<file path="src/rtl/shift_acc_pkg.sv">
// rtl/shift_acc_pkg.sv - FSM state type and width helpers for shift_accumulator
// SHIFT_ACC_SIGNED_EN adds one sign bit to the accumulator width.
package shift_acc_pkg;

  typedef enum logic [1:0] {
    ST_IDLE,
    ST_ACCUM,
    ST_DONE
  } state_t;

`ifdef SHIFT_ACC_SIGNED_EN
  localparam int SIGN_BITS = 1;
`else
  localparam int SIGN_BITS = 0;
`endif

  function automatic int sum_w(input int num_ch, input int enc_w, input int cell_bits);
    return enc_w + cell_bits * (num_ch - 1) + 1;
  endfunction

  function automatic int acc_w(input int num_ch, input int enc_w, input int cell_bits,
                               input int slice_bits, input int num_slices);
    return sum_w(num_ch, enc_w, cell_bits) + slice_bits * (num_slices - 1) + SIGN_BITS;
  endfunction

endpackage

</file>
<file path="src/rtl/shift_sum.sv">
// rtl/shift_sum.sv - combinational weighted sum of one slice of encoder channels
// Channel 0 carries the highest weight; the result is sized so it never truncates.
module shift_sum
  import shift_acc_pkg::*;
#(
  parameter int NUM_CH    = 4,
  parameter int ENC_W     = 7,
  parameter int CELL_BITS = 2
) (
  input  logic [0:NUM_CH-1][ENC_W-1:0]                  enc,
  output logic [sum_w(NUM_CH, ENC_W, CELL_BITS)-1:0]    sum
);

  localparam int SUM_W = sum_w(NUM_CH, ENC_W, CELL_BITS);

  always_comb begin
    sum = '0;
    for (int c = 0; c < NUM_CH; c++) begin
      sum = sum + (SUM_W'(enc[c]) << (CELL_BITS * (NUM_CH - 1 - c)));
    end
  end

endmodule

</file>
<file path="src/rtl/shift_accumulator.sv">
// rtl/shift_accumulator.sv - bit-sliced shift-and-accumulate of encoder slice sums
// SHIFT_ACC_SIGNED_EN: the last slice is subtracted and acc_o is two's complement.
module shift_accumulator
  import shift_acc_pkg::*;
#(
  parameter int NUM_CH     = 4,
  parameter int ENC_W      = 7,
  parameter int CELL_BITS  = 2,
  parameter int SLICE_BITS = 2,
  parameter int NUM_SLICES = 4
) (
  input  logic                                                          clk_i,
  input  logic                                                          rst_i,
  input  logic                                                          start_i,
  input  logic                                                          clear_i,
  input  logic [0:NUM_CH-1][ENC_W-1:0]                                  encoder_output_i,
  input  logic                                                          slice_valid_i,
  output logic                                                          slice_ready_o,
  output logic [$clog2(NUM_SLICES)-1:0]                                 slice_idx_o,
  output logic [acc_w(NUM_CH, ENC_W, CELL_BITS, SLICE_BITS, NUM_SLICES)-1:0] acc_o,
  output logic                                                          result_valid_o,
  input  logic                                                          result_ready_i
);

  localparam int SUM_W = sum_w(NUM_CH, ENC_W, CELL_BITS);
  localparam int ACC_W = acc_w(NUM_CH, ENC_W, CELL_BITS, SLICE_BITS, NUM_SLICES);
  localparam int IDX_W = $clog2(NUM_SLICES);

  if (CELL_BITS < 2 || SLICE_BITS < 2 || NUM_SLICES < 2) begin : g_bad_params
    $error("shift_accumulator: CELL_BITS, SLICE_BITS and NUM_SLICES must each be >= 2");
  end

  state_t             state;
  logic [SUM_W-1:0]   slice_sum;
  logic [ACC_W-1:0]   term;
  logic [ACC_W-1:0]   next_acc;
  logic               last;

  shift_sum #(
    .NUM_CH    (NUM_CH),
    .ENC_W     (ENC_W),
    .CELL_BITS (CELL_BITS)
  ) u_shift_sum (
    .enc (encoder_output_i),
    .sum (slice_sum)
  );

  assign last = (slice_idx_o == IDX_W'(NUM_SLICES - 1));

  always_comb begin
    term     = ACC_W'(slice_sum) << (SLICE_BITS * int'(slice_idx_o));
    next_acc = acc_o + term;
`ifdef SHIFT_ACC_SIGNED_EN
    // The most significant slice is the sign slice.
    if (last) begin
      next_acc = acc_o - term;
    end
`endif
  end

  always_ff @(posedge clk_i) begin
    if (rst_i || clear_i) begin
      state          <= ST_IDLE;
      acc_o          <= '0;
      slice_idx_o    <= '0;
      slice_ready_o  <= 1'b0;
      result_valid_o <= 1'b0;
    end else begin
      case (state)
        ST_IDLE: begin
          if (start_i) begin
            state         <= ST_ACCUM;
            acc_o         <= '0;
            slice_idx_o   <= '0;
            slice_ready_o <= 1'b1;
          end
        end
        ST_ACCUM: begin
          if (slice_valid_i) begin
            acc_o <= next_acc;
            if (last) begin
              state          <= ST_DONE;
              slice_idx_o    <= '0;
              slice_ready_o  <= 1'b0;
              result_valid_o <= 1'b1;
            end else begin
              slice_idx_o <= slice_idx_o + IDX_W'(1);
            end
          end
        end
        ST_DONE: begin
          if (result_ready_i) begin
            result_valid_o <= 1'b0;
            if (start_i) begin
              state         <= ST_ACCUM;
              acc_o         <= '0;
              slice_idx_o   <= '0;
              slice_ready_o <= 1'b1;
            end else begin
              state <= ST_IDLE;
            end
          end
        end
        default: begin
          state          <= ST_IDLE;
          slice_ready_o  <= 1'b0;
          result_valid_o <= 1'b0;
        end
      endcase
    end
  end

endmodule

</file>
<file path="config.mk">
export PLATFORM = sky130hd
export DESIGN_NAME = shift_accumulator
export DESIGN_NICKNAME = d
export VERILOG_FILES = /design/src/rtl/shift_acc_pkg.sv /design/src/rtl/shift_sum.sv /design/src/rtl/shift_accumulator.sv
export SDC_FILE = /design/constraint.sdc
export NUM_CORES = 1
export LEC_CHECK = 0
export BUFFER_PORTS_ARGS = -buffer_cell sky130_fd_sc_hd__clkbuf_2
export CORE_MARGIN = 1
export CORE_UTILIZATION = 57
export CTS_BUF_LIST = sky130_fd_sc_hd__clkbuf_8 sky130_fd_sc_hd__clkbuf_16
export CTS_CLUSTER_DIAMETER = 30
export DETAILED_ROUTE_END_ITERATION = 8
export GPL_TIMING_DRIVEN = 1
export HOLD_SLACK_MARGIN = 0.15
export PLACE_DENSITY = 0.92
export SYNTH_ARGS = -nofsm -noshare
export SYNTH_HDL_FRONTEND = slang
export SYNTH_HIERARCHICAL = 1
export SYNTH_SLANG_ARGS = --single-unit
</file>
<file path="constraint.sdc">
create_clock -name clk_i -period 6.2 [get_ports clk_i]
set_input_delay 1.24 -clock clk_i [delete_from_list [all_inputs] [get_ports clk_i]]
set_output_delay 1.24 -clock clk_i [all_outputs]
set_load 0.1 [all_outputs]
</file>
==> results of run 1 <==
==> cell type report <==
type / instances / area [sq um]
tap: 70 / 87.6
timing repair buffer: 58 / 293
fill: 432 / 1710
multi-input combinational: 312 / 2430
clock buffer: 3 / 41.3
inverter: 18 / 67.6
sequential: 26 / 520
clock inverter: 1 / 30.0
==> routing by layer <==
| layer | track usage | up-vias |
|---|---|---|
| li1 | - | 1486 |
| met1 | 0.331 | 1381 |
| met2 | 0.491 | 100 |
| met3 | 0.0331 | 17 |
| met4 | 0.0864 | 0 |
| met5 | 0 | - |
==> power breakdown <==
| part | switching, W | internal, W |
|---|---|---|
| combinational | 0.000234 | 0.000155 |
| clock | 0.0000595 | 0.0000866 |
| sequential | 0.00000296 | 0.000170 |
==> cell usage after synthesis, drive strengths merged (9+ instances only) <==
| master | n | area [sq um] |
|---|---|---|
| a21oi | 42 | 229 |
| ha | 41 | 513 |
| nand2 | 29 | 109 |
| dfxtp | 26 | 521 |
| o21ai | 24 | 120 |
| nor2 | 23 | 86.3 |
| inv | 18 | 67.6 |
| mux2i | 14 | 140 |
| xnor2 | 13 | 114 |
| a211oi | 9 | 85.1 |
| clkbuf | 9 | 33.8 |
| nand3 | 9 | 45.0 |
==> critical path: stages <==
cell	delay (ns)
clkbuf_2	0.07
inv_1	0.04
fa_1	0.53
inv_1	0.04
ha_1	0.28
ha_1	0.23
fa_1	0.43
a211oi_2	0.25
o21bai_1	0.12
a21oi_1	0.20
xnor2_1	0.19
mux2i_1	0.15
a21oi_1	0.21
ha_1	0.37
a211oi_4	0.26
o211ai_2	0.13
a21oi_2	0.21
or4b_1	0.47
a21oi_1	0.17
a2bb2oi_1	0.17
==> metrics by stage <==
stage	std cells	util
finish	488	0.670
detailed placement	484	0.657
floorplan	373	-
CTS	488	0.670
global route	488	0.670
global placement	484	0.657
==> worst min-delay path by stage <==
stage                     depth (start not counted)              startpoint                     end  slack (ns)
after floorplan                                   2   state[1]$_SDFFE_PP0P_   state[1]$_SDFFE_PP0P_        0.49
after global placement                            2  acc_o[16]$_SDFFE_PP0P_  acc_o[16]$_SDFFE_PP0P_        0.46
after detailed placement                          2  acc_o[16]$_SDFFE_PP0P_  acc_o[16]$_SDFFE_PP0P_        0.47
after CTS                                         2  acc_o[16]$_SDFFE_PP0P_  acc_o[16]$_SDFFE_PP0P_        0.49
after global routing                              2  acc_o[16]$_SDFFE_PP0P_  acc_o[16]$_SDFFE_PP0P_        0.49
final                                             2  acc_o[16]$_SDFFE_PP0P_  acc_o[16]$_SDFFE_PP0P_        0.48
==> cells by family after synthesis <==
kind of cell / after synthesis / synth area share
AOI/OAI and AO/OA: 122 / 0.271
and+or+nand+nor: 103 / 0.170
adders and majority gates: 49 / 0.217
buffers and inverters: 35 / 0.0488
DFF: 26 / 0.168
xor gates and xnor gates: 19 / 0.0537
muxes: 19 / 0.0719
==> state kept, by name, summed over array words and instances, names as in the netlist <==
name / cells
acc_o: 20
result_valid_o: 1
slice_idx_o: 2
slice_ready_o: 1
state: 2
==> results.yml, run 1 <==
run_status:
  outcome: "completed"
sta:
  fin_crit_sh: 0.895
  min_period_ns: 5.55
  fin_worst_skew_ns: 0.00491
  finalSetupTns_ns: 0
  report.final.hold_viol_count: 0
  fmax_ghz: 0.180
  rsz0062_at_grt: "no"
  tightest_slew_ns: 1.01
  slew_headroom: 0.329
  finalSetupViolations: 0
  final_max_slew_viol_count: 0
  fin_ws_ns: 0.653
  whs_ns: 0.478
clock_tree:
  clkSinkCount: 26
  holdBufCountCts: 0
  h-tree-depth: 1
  worst_skew_pair.late_latency_ns: 0.28
  post_cts_resized: 0
  clockBufferDepth: 2
  clkTransAtPathRegs_ns: 0.10
  clockRootBuffer: "clkbuf_8"
  cts_setup_buffers: 0
  cts_buffers: 3
  cts_tree: "done"
finish:
  layout_commonest_cell: "clkbuf_2"
  antennaDiodeCount: 0
  synthToLayoutAreaGrowth_pct: 11.9
  drive_gt1_frac: 0.191
  fin_nets: 502
  final_cell_mix: "clkbuf_2 (57), ha_1 (41), a21oi_1 (39), nand2_1 (29), dfxtp_1 (26)"
  fin_area_sq_um: 3470
power:
  powerDensity_nw_per_um2: 204
  p_total_w: 0.000707
  ir_drop_uv: 136
  p_leak_nw: 1.55
setup_path:
  crit_path_start_kind: "primary input"
  regToRegStartpoint: "slice_idx_o[1]$_SDFFE_PP0P_"
  r2r_slack_ns: 2.69
  crit_arrival_ns: 5.76
  cp-endpoint: "acc_o[19]$_SDFFE_PP0P_"
  worst_setup_path_end_kind: "flop"
  path_class: "in2reg"
  critical_path_required_ns: 6.42
  worstReg2RegEnd: "acc_o[19]$_SDFFE_PP0P_"
  ff2ff_path_depth: 9
  worstPathMaxFanout: 8
  crit_start: "encoder_output_i[4]"
drt:
  met1_length_microns: 3230
  first_pass_iters: 4
  met3WireLength_microns: 396
  drc: 0
  first_iter_violations: 261
  routed_wl_microns: 7330
  ant_nets: 0
  vias: 2984
  wl_per_cell_microns: 15.0
  wl_met2_microns: 3530
  top_layer: "met4"
  viasPerCell: 6.11
floorplanning:
  die_area_sq_um: 5740
  initial_core_util: 0.599
  fp-row-count: 26
  core_area_sq_um: 5170
  die_h_microns: 75.7
  num_io_pins: 58
  die_x_microns: 75.7
place:
  portBuffers: 57
  place_ws_ns: 0.405
  dp_hpwl_microns: 5950
  place.gp.congestion: 0.913
  dpl_cell_area_sq_um: 3400
synth:
  synth_top_flop_cell: "dfxtp_1"
  synth_edf_count: 0
  synth.cell_area_sq_um: 3100
  syn_nets: 456
  syn_inst: 373
  synthDistinctLibCells: 68
  syn-mean-instance-area_sq_um: 8.31
  synth.ff_latch_count: 26
  yosysWarnings: 6
  synth_seq_area_share: 0.168
  async_flop_share: 0
global_route:
  grt_max_degree: 28
  antenna_found_initial: 0
  gr-usage-all-layers: 0.270
  grt_pass1_wl_microns: 12000
  first_global_vias: 2792
  grt_overflow: 0
min_path:
  hp-class: "reg2reg"
run:
  cap_violations: 0
Power figures use the tool's default switching activity.
==> inputs of run 2 (changes only) <==
- CORE_UTILIZATION: 57 -> 45
- GPL_ROUTABILITY_DRIVEN: default -> 0
- PLACE_DENSITY: 0.92 -> 0.77
- TNS_END_PERCENT: default -> 20
==> run 2 against run 1 <==
Compared with the run above:
- count of clock-buffer cells in the layout unchanged
- critical endpoint unchanged
- register-to-register slack is essentially flat
- sequential share of layout area is essentially flat
- critical path depth up 1
- critical path type unchanged
- maximum frequency up 0.51%
- via count down 3.3%
- final cell count is 1.2% higher
- largest cell class unchanged
- largest power group unchanged
- flip-flop and latch count unchanged
==> results.yml, run 2 (synthesis results as in run 1) <==
setup_path:
  crit_arrival_ns: 5.73
  crit_path_start_kind: "primary input"
  critical_path_required_ns: 6.41
  worstPathMaxFanout: 8
  worst_setup_path_end_kind: "flop"
  crit_start: "encoder_output_i[4]"
  regToRegStartpoint: "slice_idx_o[0]$_SDFFE_PP0P_"
  path_class: "in2reg"
sta:
  min_period_ns: 5.52
  fmax_ghz: 0.181
  fin_worst_skew_ns: 0.00114
  rsz0062_at_grt: "no"
  slew_headroom: 0.265
  report.final.hold_viol_count: 0
  finalSetupViolations: 0
  fin_crit_sh: 0.890
  final_max_slew_viol_count: 0
  fin_ws_ns: 0.681
  finalSetupTns_ns: 0
  tightest_slew_ns: 1.10
floorplanning:
  die_h_microns: 85.0
  die_area_sq_um: 7220
  core_area_sq_um: 6490
  num_io_pins: 58
  die_x_microns: 85.0
  fp-row-count: 29
  initial_core_util: 0.477
global_route:
  grt_pass1_wl_microns: 12100
  first_global_vias: 2739
  gr-usage-all-layers: 0.201
  antenna_found_initial: 0
  grt_max_degree: 31
  grt_overflow: 0
place:
  portBuffers: 57
  dp_hpwl_microns: 5600
  place_ws_ns: 0.401
drt:
  drc: 0
  first_iter_violations: 125
  ant_nets: 0
  viasPerCell: 5.84
  routed_wl_microns: 6900
  first_pass_iters: 4
  wl_per_cell_microns: 14.0
  vias: 2885
power:
  ir_drop_uv: 135
  p_total_w: 0.000698
  p_leak_nw: 1.54
  powerDensity_nw_per_um2: 201
clock_tree:
  clockBufferDepth: 2
  cts_setup_buffers: 0
  holdBufCountCts: 0
  clkSinkCount: 26
  clkTransAtPathRegs_ns: 0.10
  worst_skew_pair.late_latency_ns: 0.28
  cts_buffers: 3
  post_cts_resized: 0
  cts_tree: "done"
  clockRootBuffer: "clkbuf_8"
  h-tree-depth: 1
finish:
  top_regs: "acc_o x20, slice_idx_o x2, state x2"
  largest_reg_flops: 20
  fin_nets: 501
  final_cell_mix: "clkbuf_2 (57), ha_1 (41), a21oi_1 (39), nand2_1 (29), dfxtp_1 (26)"
  layout_commonest_cell: "clkbuf_2"
  drive_gt1_frac: 0.189
  synthToLayoutAreaGrowth_pct: 11.9
  antennaDiodeCount: 0
  regMostFlops: "acc_o"
min_path:
  hp-class: "reg2reg"
  hp-start: "acc_o[16]$_SDFFE_PP0P_"
run_status:
  outcome: "completed"
run:
  cap_violations: 0
[run 2: layer usage]
metal | vias up | GRT usage | wire (microns)
met2 | 66 | 0.351 | 3280
met3 | 13 | 0.0302 | 298
met1 | 1321 | 0.268 | 3220
met4 | 0 | 0.0324 | 108
li1 | 1485 | - | -
met5 | - | 0 | 0
[run 2: through the flow]
step / area [sq um] / instances / util / hold WS, ns
6_report: 3470 / 494 / 0.534 / 0.484
2_1_floorplan: 3100 / 373 / - / 0.489
4_1_cts: 3470 / 494 / 0.534 / 0.482
3_3_place_gp: 3400 / 490 / 0.523 / 0.458
3_5_place_dp: 3400 / 490 / 0.523 / 0.468
5_1_grt: 3470 / 494 / 0.534 / 0.514
[run 2: where the power goes]
group	total [W]	internal, W	switching, W
logic	0.000380	0.000154	0.000226
registers	0.000173	0.000170	0.00000322
clock network	0.000145	0.0000865	0.0000584
total	0.000698	0.000410	0.000288
[run 2: final timing paths]
| check | cells after the start | endpoint | slack [ns] |
|---|---|---|---|
| hold / removal | 2 | acc_o[16]$_SDFFE_PP0P_ | 0.48 |
| setup / recovery | 21 | acc_o[19]$_SDFFE_PP0P_ | 0.68 |
| hold reg to reg | 2 | acc_o[16]$_SDFFE_PP0P_ | 0.48 |
| setup reg to reg | 8 | acc_o[19]$_SDFFE_PP0P_ | 2.68 |
[run 2: critical path, stage by stage]
cell       delay [ns]
clkbuf_2         0.07
inv_1            0.04
fa_1             0.52
inv_1            0.04
ha_1             0.28
ha_1             0.22
fa_1             0.45
a211oi_2         0.25
nor3_1           0.11
mux2i_1          0.15
nand2_1          0.09
mux2_2           0.29
nor2_1           0.08
a21oi_1          0.06
ha_1             0.45
a211oi_4         0.27
o211ai_2         0.13
a21oi_2          0.19
or4b_1           0.44
a21oi_1          0.16
a2bb2oi_1        0.17
[run 2: area by class of cell]
cell class,instances,area [sq um]
inverter,18,67.6
clock buffer,3,41.3
sequential,26,520
clock inverter,1,30.0
multi-input combinational,312,2430
timing repair buffer,57,285
fill,616,3030
tap,77,96.3
==> inputs of run 3 (changes only) <==
- MAX_ROUTING_LAYER: default -> met4
==> run 3 against run 2 <==
Compared with the run above:
- first-iteration DRC count rose by 16%
- register-to-register slack barely moved
- final cell count did not move
- cell area did not move
- global-route usage rose by 0.61 points
- worst setup slack got worse by 0.00090 ns
- sequential share of layout area did not move
- combinational power barely moved
- count of clock-buffer cells in the layout did not move
- critical endpoint unchanged
==> results.yml, run 3 (synthesis results as in run 1) <==
run_status:
  outcome: "completed"
setup_path:
  max_stage_delay_ns: 0.52
  cpMostUsedCell: "ha_1"
  worstPathMaxFanout: 8
  critPathTopFamily: "adder cells"
  path_class: "in2reg"
  worst_setup_path_end_kind: "flop"
  critical_path_required_ns: 6.42
  crit_chain: "clkbuf_2 -> inv_1 -> fa_1 -> inv_1 -> ha_1 -> ha_1 -> fa_1 -> a211oi_2 -> nor3_1 -> mux2i_1 -> nand2_1 -> mux2_2 -> nor2_1 -> a21oi_1 -> ha_1 -> a211oi_4 -> o211ai_2 -> a21oi_2 -> or4b_1 -> a21oi_1 -> a2bb2oi_1"
  crit_arrival_ns: 5.74
  crit_path_start_kind: "primary input"
  critPathBufInv: 3
  crit_slowest_cell: "fa_1"
power:
  powerDensity_nw_per_um2: 202
  ir_drop_uv: 135
  p_seq_frac: 0.247
  total_switching_power_w: 0.000290
  p_leak_nw: 1.54
  p_comb_frac: 0.543
  clockPowerShare: 0.210
  switching_share: 0.414
  intPower_w: 0.000410
floorplanning:
  initial_core_util: 0.477
  core_area_sq_um: 6490
  die_area_sq_um: 7220
  fp-row-count: 29
  die_x_microns: 85.0
  num_io_pins: 58
  die_h_microns: 85.0
global_route:
  antenna_found_initial: 0
  first_global_vias: 2744
  gr-usage-all-layers: 0.208
  grt_max_degree: 31
  grt_pass1_wl_microns: 12100
  grt_overflow: 0
sta:
  min_period_ns: 5.52
  rsz0062_at_grt: "no"
  fmax_ghz: 0.181
  tightest_slew_ns: 1.10
  fin_worst_skew_ns: 0.00502
  finalSetupViolations: 0
  final_max_slew_viol_count: 0
  report.final.hold_viol_count: 0
  fin_ws_ns: 0.680
  fin_crit_sh: 0.890
  slew_headroom: 0.266
  whs_ns: 0.483
  finalSetupTns_ns: 0
finish:
  layout_commonest_cell: "clkbuf_2"
  synthToLayoutAreaGrowth_pct: 11.9
  final_cell_mix: "clkbuf_2 (57), ha_1 (41), a21oi_1 (39), nand2_1 (29), dfxtp_1 (26)"
  regMostFlops: "acc_o"
  antennaDiodeCount: 0
  drive_gt1_frac: 0.189
  fin_nets: 501
  largest_reg_flops: 20
  top_regs: "acc_o x20, slice_idx_o x2, state x2"
  fin_util: 0.534
drt:
  wl_per_cell_microns: 13.9
  drc: 0
  ant_nets: 0
  first_pass_iters: 5
  vias: 2899
  routed_wl_microns: 6890
  first_iter_violations: 145
  viasPerCell: 5.87
clock_tree:
  clkTransAtPathRegs_ns: 0.10
  clockBufferDepth: 2
  post_cts_resized: 0
  cts_buffers: 3
  cts_tree: "done"
  clockRootBuffer: "clkbuf_8"
  h-tree-depth: 1
  worst_skew_pair.late_latency_ns: 0.28
  clkSinkCount: 26
  holdBufCountCts: 0
  cts_setup_buffers: 0
place:
  place_ws_ns: 0.401
  dp_hpwl_microns: 5600
  portBuffers: 57
run:
  cap_violations: 0
min_path:
  hp-class: "reg2reg"
[run 3: cell counts in the layout (fill, tap and decap cells not counted)]
Identical to the previous run, type by type.
[run 3: metrics by stage]
stage               area [sq um]  cells  power [W]
floorplan                   3100    373   0.000478
global placement            3400    490   0.000543
detailed placement          3400    490   0.000553
CTS                         3470    494   0.000699
global route                3470    494   0.000751
finish                      3470    494   0.000700
[run 3: cell type report]
type / count / area [sq um]
Inverter: 18 / 67.6
Multi-Input combinational cell: 312 / 2430
Clock inverter: 1 / 30.0
Fill cell: 616 / 3030
Sequential cell: 26 / 520
Tap cell: 77 / 96.3
Timing Repair Buffer: 57 / 285
Clock buffer: 3 / 41.3
[run 3: worst paths after layout]
path	cells past startpoint	slack, ns	from	endpoint
worst min register to register	2	0.48	acc_o[16]$_SDFFE_PP0P_	acc_o[16]$_SDFFE_PP0P_
worst max-delay path	21	0.68	encoder_output_i[4]	acc_o[19]$_SDFFE_PP0P_
worst max register to register	8	2.68	slice_idx_o[0]$_SDFFE_PP0P_	acc_o[19]$_SDFFE_PP0P_
worst min-delay path	2	0.48	acc_o[16]$_SDFFE_PP0P_	acc_o[16]$_SDFFE_PP0P_
[run 3: per-layer routing]
| metal | up-vias | global-route usage | routed length [microns] |
|---|---|---|---|
| met5 | - | - | 0 |
| met4 | 0 | 0.0324 | 82 |
| met3 | 10 | 0.0302 | 347 |
| li1 | 1484 | - | - |
| met2 | 76 | 0.352 | 3260 |
| met1 | 1329 | 0.267 | 3200 |
[run 3: tightest hold or removal path: stages (launching register included)]
cell and delay (ns):
dfxtp_1 0.34, nand2_1 0.06, o21ai_1 0.05
[run 3: power groups by stage]
stage	clock network, W	registers, W	logic (W)
6_report	0.000147	0.000173	0.000380
5_1_grt	0.000156	0.000173	0.000422
4_1_cts	0.000147	0.000173	0.000379
3_5_place_dp	0	0.000177	0.000376
3_3_place_gp	0	0.000177	0.000366
2_1_floorplan	0	0.000192	0.000286
